### config.mk
export PLATFORM = sky130hd
export DESIGN_NAME = uart_tx_arbiter_flat
export DESIGN_NICKNAME = d
export VERILOG_FILES = /design/src/rtl/uart_tx_arbiter_if.sv /design/src/rtl/uart_tx_arbiter.sv /design/src/flat_wrapper.sv
export SDC_FILE = /design/constraint.sdc
export NUM_CORES = 1
export LEC_CHECK = 0
export CORE_ASPECT_RATIO = 1.1
export CORE_UTILIZATION = 50
export DETAILED_ROUTE_END_ITERATION = 10
export PLACE_DENSITY = 0.86
export SLEW_MARGIN = 20
export SYNTH_ARGS = -nofsm -noshare
export SYNTH_HDL_FRONTEND = slang
export SYNTH_SLANG_ARGS = --single-unit
### constraint.sdc
create_clock -name clk -period 3.1 [get_ports clk]
set_input_delay 0.62 -clock clk [delete_from_list [all_inputs] [get_ports clk]]
set_output_delay 0.62 -clock clk [all_outputs]
set_load 0.01 [all_outputs]
### src/rtl/uart_tx_arbiter_if.sv
// Bundle between the requesters, the arbiter and the uart transmitter.
//
// Handshake: requester i raises req[i] with req_byte/req_last stable and
// keeps them until ack[i] pulses for one cycle. That ack marks the byte as
// handed to the uart. The requester may drop req, or present its next byte,
// from the cycle after the ack. uart_transmit is a one-cycle launch pulse,
// and uart_is_transmitting rising then falling marks the frame on the wire.
interface uart_tx_arbiter_if #(
  parameter int N_REQ = 4,
  parameter int ID_W  = 3
);
  logic [N_REQ-1:0]   req;
  logic [8*N_REQ-1:0] req_byte;
  logic [N_REQ-1:0]   req_last;
  logic [N_REQ-1:0]   ack;
  logic [ID_W-1:0]    grant_id;
  logic               busy;
  logic               launch_error;
  logic               uart_transmit;
  logic [7:0]         uart_tx_byte;
  logic               uart_is_transmitting;

  // Arbiter side.
  modport slave (
    input  req, req_byte, req_last, uart_is_transmitting,
    output ack, grant_id, busy, launch_error, uart_transmit, uart_tx_byte
  );

  // Requester/uart side.
  modport master (
    output req, req_byte, req_last, uart_is_transmitting,
    input  ack, grant_id, busy, launch_error, uart_transmit, uart_tx_byte
  );
endinterface

### src/rtl/uart_tx_arbiter.sv
// uart_tx_arbiter: shares one uart transmitter among N_REQ requesters.
// Arbitration is round-robin at packet granularity: a winner keeps the uart
// until a byte it sends carries req_last.
// Optional macro UART_ARB_SRCID_EN: prefix each packet with a header byte
// {4'hA, 1'b0, grant_id[2:0]}. The header is launched without an ack.
module uart_tx_arbiter #(
  parameter int N_REQ         = 4,
  parameter int ID_W          = 3,
  parameter int START_TIMEOUT = 16
) (
  input  logic                clk,
  input  logic                rst,
  uart_tx_arbiter_if.slave    bus,
  output logic [2:0]          dbg_state_o,
  output logic [ID_W-1:0]     dbg_rr_ptr_o
);

  localparam int CNT_W = $clog2(START_TIMEOUT + 1);

  localparam logic [2:0] ARB_IDLE       = 3'd0;
  localparam logic [2:0] ARB_LAUNCH     = 3'd1;
  localparam logic [2:0] ARB_WAIT_START = 3'd2;
  localparam logic [2:0] ARB_WAIT_DONE  = 3'd3;
  localparam logic [2:0] ARB_NEXT       = 3'd4;
  localparam logic [2:0] ARB_HOLD       = 3'd5;
`ifdef UART_ARB_SRCID_EN
  localparam logic [2:0] ARB_HDR        = 3'd6;
`endif

  logic [2:0]       state_q, state_d;
  logic [ID_W-1:0]  grant_q, grant_d;
  logic [ID_W-1:0]  rr_ptr_q, rr_ptr_d;
  logic [7:0]       byte_q, byte_d;
  logic             busy_q, busy_d;
  logic             last_q, last_d;
  logic [CNT_W-1:0] cnt_q, cnt_d;
  logic [N_REQ-1:0] ack_q, ack_d;
  logic             xmit_q, xmit_d;
  logic             lerr_q, lerr_d;

  logic             win_found;
  logic [ID_W-1:0]  win_id;
  int               cand;
  logic             own_req;
  logic             own_last;
  logic [7:0]       own_byte;
  logic [N_REQ-1:0] own_oh;

  // Rotating priority search: first requester after rr_ptr_q, wrapping.
  always_comb begin
    win_found = 1'b0;
    win_id    = '0;
    cand      = 0;
    for (int k = N_REQ; k >= 1; k--) begin
      cand = int'(rr_ptr_q) + k;
      if (cand >= N_REQ) cand = cand - N_REQ;
      for (int i = 0; i < N_REQ; i++) begin
        if (i == cand && bus.req[i]) begin
          win_found = 1'b1;
          win_id    = ID_W'(i);
        end
      end
    end
  end

  // Signals of the current owner, selected by grant_q.
  always_comb begin
    own_req  = 1'b0;
    own_last = 1'b0;
    own_byte = '0;
    own_oh   = '0;
    for (int i = 0; i < N_REQ; i++) begin
      if (ID_W'(i) == grant_q) begin
        own_req   = bus.req[i];
        own_last  = bus.req_last[i];
        own_byte  = bus.req_byte[8*i +: 8];
        own_oh[i] = 1'b1;
      end
    end
  end

`ifdef UART_ARB_SRCID_EN
  logic [7:0] hdr_byte;
  // Header byte names the winner; ids wider than 3 bits are truncated.
  always_comb begin
    hdr_byte = {4'hA, 1'b0, 3'(win_id)};
  end
`else
  logic [7:0]       win_byte;
  logic [N_REQ-1:0] win_oh;
  // Byte and one-hot ack of the arbitration winner.
  always_comb begin
    win_byte = '0;
    win_oh   = '0;
    for (int i = 0; i < N_REQ; i++) begin
      if (ID_W'(i) == win_id) begin
        win_byte  = bus.req_byte[8*i +: 8];
        win_oh[i] = 1'b1;
      end
    end
  end
`endif

  // Next-state logic; the launch and ack pulses are registered outputs.
  always_comb begin
    state_d  = state_q;
    grant_d  = grant_q;
    rr_ptr_d = rr_ptr_q;
    byte_d   = byte_q;
    busy_d   = busy_q;
    last_d   = last_q;
    cnt_d    = cnt_q;
    ack_d    = '0;
    xmit_d   = 1'b0;
    lerr_d   = 1'b0;
    case (state_q)
      ARB_IDLE: begin
        // Never launch onto a uart still finishing an earlier frame.
        if (win_found && !bus.uart_is_transmitting) begin
          grant_d = win_id;
          busy_d  = 1'b1;
          xmit_d  = 1'b1;
`ifdef UART_ARB_SRCID_EN
          byte_d  = hdr_byte;
          state_d = ARB_HDR;
`else
          byte_d  = win_byte;
          ack_d   = win_oh;
          state_d = ARB_LAUNCH;
`endif
        end
      end
`ifdef UART_ARB_SRCID_EN
      ARB_HDR: begin
        last_d  = 1'b0;
        cnt_d   = '0;
        state_d = ARB_WAIT_START;
      end
`endif
      ARB_LAUNCH: begin
        last_d  = own_last;
        cnt_d   = '0;
        state_d = ARB_WAIT_START;
      end
      ARB_WAIT_START: begin
        if (bus.uart_is_transmitting) begin
          state_d = ARB_WAIT_DONE;
        end else if (cnt_q == CNT_W'(START_TIMEOUT - 1)) begin
          // The uart never started; drop the rest of the packet.
          lerr_d   = 1'b1;
          busy_d   = 1'b0;
          rr_ptr_d = grant_q;
          state_d  = ARB_IDLE;
        end else begin
          cnt_d = cnt_q + 1'b1;
        end
      end
      ARB_WAIT_DONE: begin
        if (!bus.uart_is_transmitting) state_d = ARB_NEXT;
      end
      ARB_NEXT: begin
        if (last_q) begin
          busy_d   = 1'b0;
          rr_ptr_d = grant_q;
          state_d  = ARB_IDLE;
        end else begin
          state_d = ARB_HOLD;
        end
      end
      ARB_HOLD: begin
        // Packet lock: only the owner can continue, others wait.
        if (own_req) begin
          byte_d  = own_byte;
          ack_d   = own_oh;
          xmit_d  = 1'b1;
          state_d = ARB_LAUNCH;
        end
      end
      default: state_d = ARB_IDLE;
    endcase
  end

  // State registers with synchronous reset.
  always_ff @(posedge clk) begin
    if (rst) begin
      state_q  <= ARB_IDLE;
      grant_q  <= '0;
      rr_ptr_q <= ID_W'(N_REQ - 1);
      byte_q   <= 8'h00;
      busy_q   <= 1'b0;
      last_q   <= 1'b0;
      cnt_q    <= '0;
      ack_q    <= '0;
      xmit_q   <= 1'b0;
      lerr_q   <= 1'b0;
    end else begin
      state_q  <= state_d;
      grant_q  <= grant_d;
      rr_ptr_q <= rr_ptr_d;
      byte_q   <= byte_d;
      busy_q   <= busy_d;
      last_q   <= last_d;
      cnt_q    <= cnt_d;
      ack_q    <= ack_d;
      xmit_q   <= xmit_d;
      lerr_q   <= lerr_d;
    end
  end

  assign bus.ack           = ack_q;
  assign bus.grant_id      = grant_q;
  assign bus.busy          = busy_q;
  assign bus.launch_error  = lerr_q;
  assign bus.uart_transmit = xmit_q;
  assign bus.uart_tx_byte  = byte_q;
  assign dbg_state_o       = state_q;
  assign dbg_rr_ptr_o      = rr_ptr_q;

endmodule

### src/flat_wrapper.sv
// flat-port wrapper written by rule: the top's interface ports become plain ports
module uart_tx_arbiter_flat 
#(
  parameter int N_REQ         = 4,
  parameter int ID_W          = 3,
  parameter int START_TIMEOUT = 16
)
  (clk, rst, dbg_state_o, dbg_rr_ptr_o, bus_req, bus_req_byte, bus_req_last, bus_uart_is_transmitting, bus_ack, bus_grant_id, bus_busy, bus_launch_error, bus_uart_transmit, bus_uart_tx_byte);
  uart_tx_arbiter_if #(.N_REQ(N_REQ), .ID_W(ID_W)) bus_i ();
  input  logic clk;
  input  logic rst;
  output logic [2:0] dbg_state_o;
  output logic [ID_W-1:0] dbg_rr_ptr_o;
  input wire logic [$bits(bus_i.req)-1:0] bus_req;
  input wire logic [$bits(bus_i.req_byte)-1:0] bus_req_byte;
  input wire logic [$bits(bus_i.req_last)-1:0] bus_req_last;
  input wire logic [$bits(bus_i.uart_is_transmitting)-1:0] bus_uart_is_transmitting;
  output wire logic [$bits(bus_i.ack)-1:0] bus_ack;
  output wire logic [$bits(bus_i.grant_id)-1:0] bus_grant_id;
  output wire logic [$bits(bus_i.busy)-1:0] bus_busy;
  output wire logic [$bits(bus_i.launch_error)-1:0] bus_launch_error;
  output wire logic [$bits(bus_i.uart_transmit)-1:0] bus_uart_transmit;
  output wire logic [$bits(bus_i.uart_tx_byte)-1:0] bus_uart_tx_byte;
  assign bus_i.req = bus_req;
  assign bus_i.req_byte = bus_req_byte;
  assign bus_i.req_last = bus_req_last;
  assign bus_i.uart_is_transmitting = bus_uart_is_transmitting;
  assign bus_ack = bus_i.ack;
  assign bus_grant_id = bus_i.grant_id;
  assign bus_busy = bus_i.busy;
  assign bus_launch_error = bus_i.launch_error;
  assign bus_uart_transmit = bus_i.uart_transmit;
  assign bus_uart_tx_byte = bus_i.uart_tx_byte;
  uart_tx_arbiter #(.N_REQ(N_REQ), .ID_W(ID_W), .START_TIMEOUT(START_TIMEOUT)) u_core (.clk(clk), .rst(rst), .bus(bus_i), .dbg_state_o(dbg_state_o), .dbg_rr_ptr_o(dbg_rr_ptr_o));
endmodule
==> metrics.log <==
[metrics] outcome: complete, no violations
[metrics] synthesized flop and latch total: 28
[metrics] worst hold margin: 0.483 ns
[metrics] clock transition time at the flip-flop clock pins of the worst setup and hold paths: 0.09 ns
[metrics] capture endpoint of the worst hold path: u_core.bus.busy
[metrics] clk buf depth: 2
[metrics] reg-to-reg slack, setup: 0.89 ns
[metrics] Synth Cell Area: 2060 sq um
[metrics] unrepaired setup endpoints after global routing: no
[metrics] post-detailed-route count of antenna-violating nets: 0
[metrics] crit path DAT: 2.76 ns
[metrics] startpoint of the worst hold path: u_core.bus.busy
[metrics] pre-CTS setup slack: 0.264 ns
[metrics] first-pass GRT wire length: 8730 um
[metrics] count of vias placed by the detailed router: 2,070
[metrics] Worst Skew: 0.00400 ns
[metrics] Layout Area Growth over Synthesis: 33.7%
[metrics] cell chain of the critical path: clkdlybuf4s50_1, mux2i_1, nor3_1, o31a_1, nor2_1, a311oi_2
[metrics] instance count of the mapped netlist: 238
[metrics] Chip Width: 63.2 um
[metrics] detailed-routing iteration count for the pre-antenna-repair pass: 4
[metrics] die outline area: 4380 sq um
[metrics] FF/Latch Area: 561 sq um
[metrics] wire length reported by the detailed router: 5400 um
[metrics] largest fanout on the critical path: 17
[metrics] count of endpoints failing setup in the final report: 0
[metrics] Rel. slew slack: 47.7%
[metrics] total clock buffers created by CTS: 3
[metrics] hold path cells: 2
[metrics] initial drt markers: 170
[metrics] GRT Total Usage: 24.6%
[metrics] height of the die: 69.3 um
[metrics] mean cell area of the mapped netlist: 8.65 sq um
[metrics] transition time at the pin with the least slew margin: 0.785 ns
[metrics] CP max stage cell: sky130_fd_sc_hd__clkdlybuf4s50_1
[metrics] highest achievable clock rate: 389 MHz
[metrics] clk_lat worst skew: 0.27 ns
[metrics] Post-synth EDFFs: 0
[metrics] critical path endpoint category: flip-flop
[metrics] per-cell routed wire length: 15.7 um
[metrics] R2R Path End: u_core.cnt_q[3]
[metrics] area of the core: 3960 sq um
[metrics] Remaining Overflow, GRT: 0
[metrics] share of post-route cells with drive strength above 1: 11.6%
[metrics] Synth cell types: 55
[metrics] Max Cap Viol: 0
[metrics] sort of element at the start of the critical path: input port
[metrics] number of levels the H-tree was split into: 1
[metrics] total half-perimeter wirelength after legalization and detailed placement: 4050 um
[metrics] depth of the most critical reg-to-reg path: 8
[metrics] peak ir drop on the vdd network: 0.277 mV
[metrics] warning count from the yosys run: 0
[metrics] Worst Path Class, Setup: input port to flip-flop
[metrics] hold violation total from the final report: 0
[metrics] initial antenna violation count: 0
[metrics] final critical-path required period: 2.57 ns
[metrics] Crit Reg-Reg Startpoint: u_core.cnt_q[0]
[metrics] TritonCTS clock tree: built
[metrics] number of inserted diodes: 0
[metrics] type of the most critical hold path: flip-flop to flip-flop
[metrics] required arrival time at the worst endpoint: 3.29 ns
[metrics] core occupancy in the finished layout: 69.5%
[metrics] post-synthesis sequential area ratio: 27.2%
[metrics] effective utilization at floorplan: 52.0%
[metrics] multi-input combinational cell area: 1340 sq um
[metrics] post-layout net count: 339
[metrics] setup TNS after final layout: 0 ns
[metrics] DRC viols: 0
[metrics] # resized after CTS: 0
[metrics] count of boundary I/O pins: 67
[metrics] Post-CTS Hold Fix Bufs: 0
[metrics] worst path setup slack after routing: 0.528 ns
[metrics] fill cell total of the finished layout: 332
[metrics] Top FF cell, synth: sky130_fd_sc_hd__dfxtp_1
[metrics] Core Rows: 24
[metrics] largest net degree at the start of global routing: 18
[metrics] average via count per standard cell: 6.00
[metrics] power per standard cell area: 529 nW/um^2
[metrics] cell at the root of the clock tree: sky130_fd_sc_hd__clkbuf_8
[metrics] number of setup buffers added after CTS: 0
[metrics] via count of the first global-routing pass: 1,915
[metrics] I/O Buffers: 64
[metrics] fraction of synthesis flops using an asynchronous set or reset pin: 0%
[metrics] share of the clock period used by the worst path after layout: 83.0%
[metrics] crit-path max cell delay: 0.74 ns
[metrics] CTS Sinks: 28
[metrics] power consumption: 1.46 mW
[metrics] final-report max-slew violation count: 0
[metrics] Static Leak: 0.987 nW
[metrics] final RePlAce weighted congestion: 0.828
## cell usage after synthesis, drive strengths merged (3+ instances only)
| cell | count | share of area (%) |
|---|---|---|
| nor2 | 33 | 6.0 |
| dfxtp | 28 | 27 |
| nand2 | 22 | 4.0 |
| buf | 17 | 5.0 |
| inv | 13 | 2.4 |
| a21oi | 12 | 3.1 |
| o21ai | 10 | 2.4 |
| a311oi | 9 | 7.1 |
| mux4 | 9 | 9.8 |
| o221ai | 9 | 3.8 |
| a211o | 8 | 3.4 |
| nand2b | 8 | 2.4 |
| mux2i | 5 | 2.4 |
| nor3 | 5 | 1.2 |
| nand4 | 4 | 1.2 |
| nor2b | 4 | 1.2 |
| clkbuf | 3 | 0.55 |
| nand3 | 3 | 0.73 |
## critical path, delay by kind of cell
family	cells	cell delay, ns
AOI/OAI and AO/OA	2	0.93
buffers and inverters	1	0.74
muxes	1	0.17
and+or+nand+nor	2	0.29
## metal layers
metal	global-route usage [%]	routed length [um]	vias to the layer above
met1	32.7	2310	994
met4	10.4	109	0
met3	2.63	260	10
li1	-	-	994
met2	40.4	2720	72
met5	0	0	-
## cells in the final DEF (no fill, tap or decap), types with 5 or more instances in the layout
cell type / synthesis / final
sky130_fd_sc_hd__a311oi_2: 8 / 8
sky130_fd_sc_hd__nand2_1: 22 / 22
sky130_fd_sc_hd__clkdlybuf4s50_1: 0 / 64
sky130_fd_sc_hd__a21oi_1: 11 / 11
sky130_fd_sc_hd__inv_1: 12 / 12
sky130_fd_sc_hd__mux2i_1: 5 / 5
sky130_fd_sc_hd__o21ai_0: 8 / 8
sky130_fd_sc_hd__dfxtp_1: 28 / 28
sky130_fd_sc_hd__o221ai_1: 9 / 9
sky130_fd_sc_hd__nand2b_1: 8 / 8
sky130_fd_sc_hd__a211o_1: 8 / 8
sky130_fd_sc_hd__mux4_2: 9 / 9
sky130_fd_sc_hd__buf_4: 3 / 6
sky130_fd_sc_hd__nor2_1: 33 / 33
sky130_fd_sc_hd__nor3_1: 5 / 5
## registers in the layout, indices dropped and copies added (netlist names)
name                      flops
u_core.bus.uart_transmit      1
u_core.last_q                 1
u_core.cnt_q                  5
u_core.bus.ack                4
u_core.bus.uart_tx_byte       8
u_core.dbg_rr_ptr_o           2
u_core.bus.launch_error       1
u_core.bus.busy               1
u_core.bus.grant_id           2
u_core.dbg_state_o            3
## metrics by stage
| step | area [sq um] | std cells |
|---|---|---|
| CTS | 2750 | 345 |
| global route | 2750 | 345 |
| global placement | 2700 | 341 |
| detailed placement | 2700 | 341 |
| floorplan | 2060 | 239 |
| finish | 2750 | 345 |
## power by group
| part | internal (mW) | switching, mW |
|---|---|---|
| logic | 0.366 | 0.336 |
| registers | 0.429 | 0.0989 |
| clock network | 0.114 | 0.112 |
## area by class of cell
type / instances / share of cell area, %
inverter: 14 / 1.91
sequential: 28 / 20.4
multi-input combinational: 177 / 48.5
clock buffer: 4 / 2.00
timing repair buffer: 70 / 24.9
tap: 52 / 2.36
## cells by family (layout without fill, tap and decap cells)
group / Yosys count / after routing / synth area share [%]
AO/OA/AOI/OAI: 67 / 67 / 28.9
XOR/XNOR: 3 / 3 / 1.28
adder cells (fa/ha/maj): 2 / 2 / 1.21
buffers and inverters: 34 / 88 / 8.14
flip-flops: 28 / 28 / 27.2
multiplexers: 14 / 14 / 12.3
other: 1 / 2 / 0.182
AND/OR/NAND/NOR: 89 / 89 / 20.8
## worst max path at each step
stage,from,endpoint,cells past startpoint
2_1_floorplan,u_core.cnt_q[0],u_core.cnt_q[3],8
3_3_place_gp,bus_req[2],u_core.bus.uart_tx_byte[6],6
3_5_place_dp,bus_req[2],u_core.bus.uart_tx_byte[0],6
4_1_cts,bus_req[2],u_core.bus.uart_tx_byte[0],6
5_1_grt,bus_req[0],u_core.bus.uart_tx_byte[5],6
6_report,bus_req[0],u_core.bus.uart_tx_byte[0],6
Power figures use the tool's default switching activity.
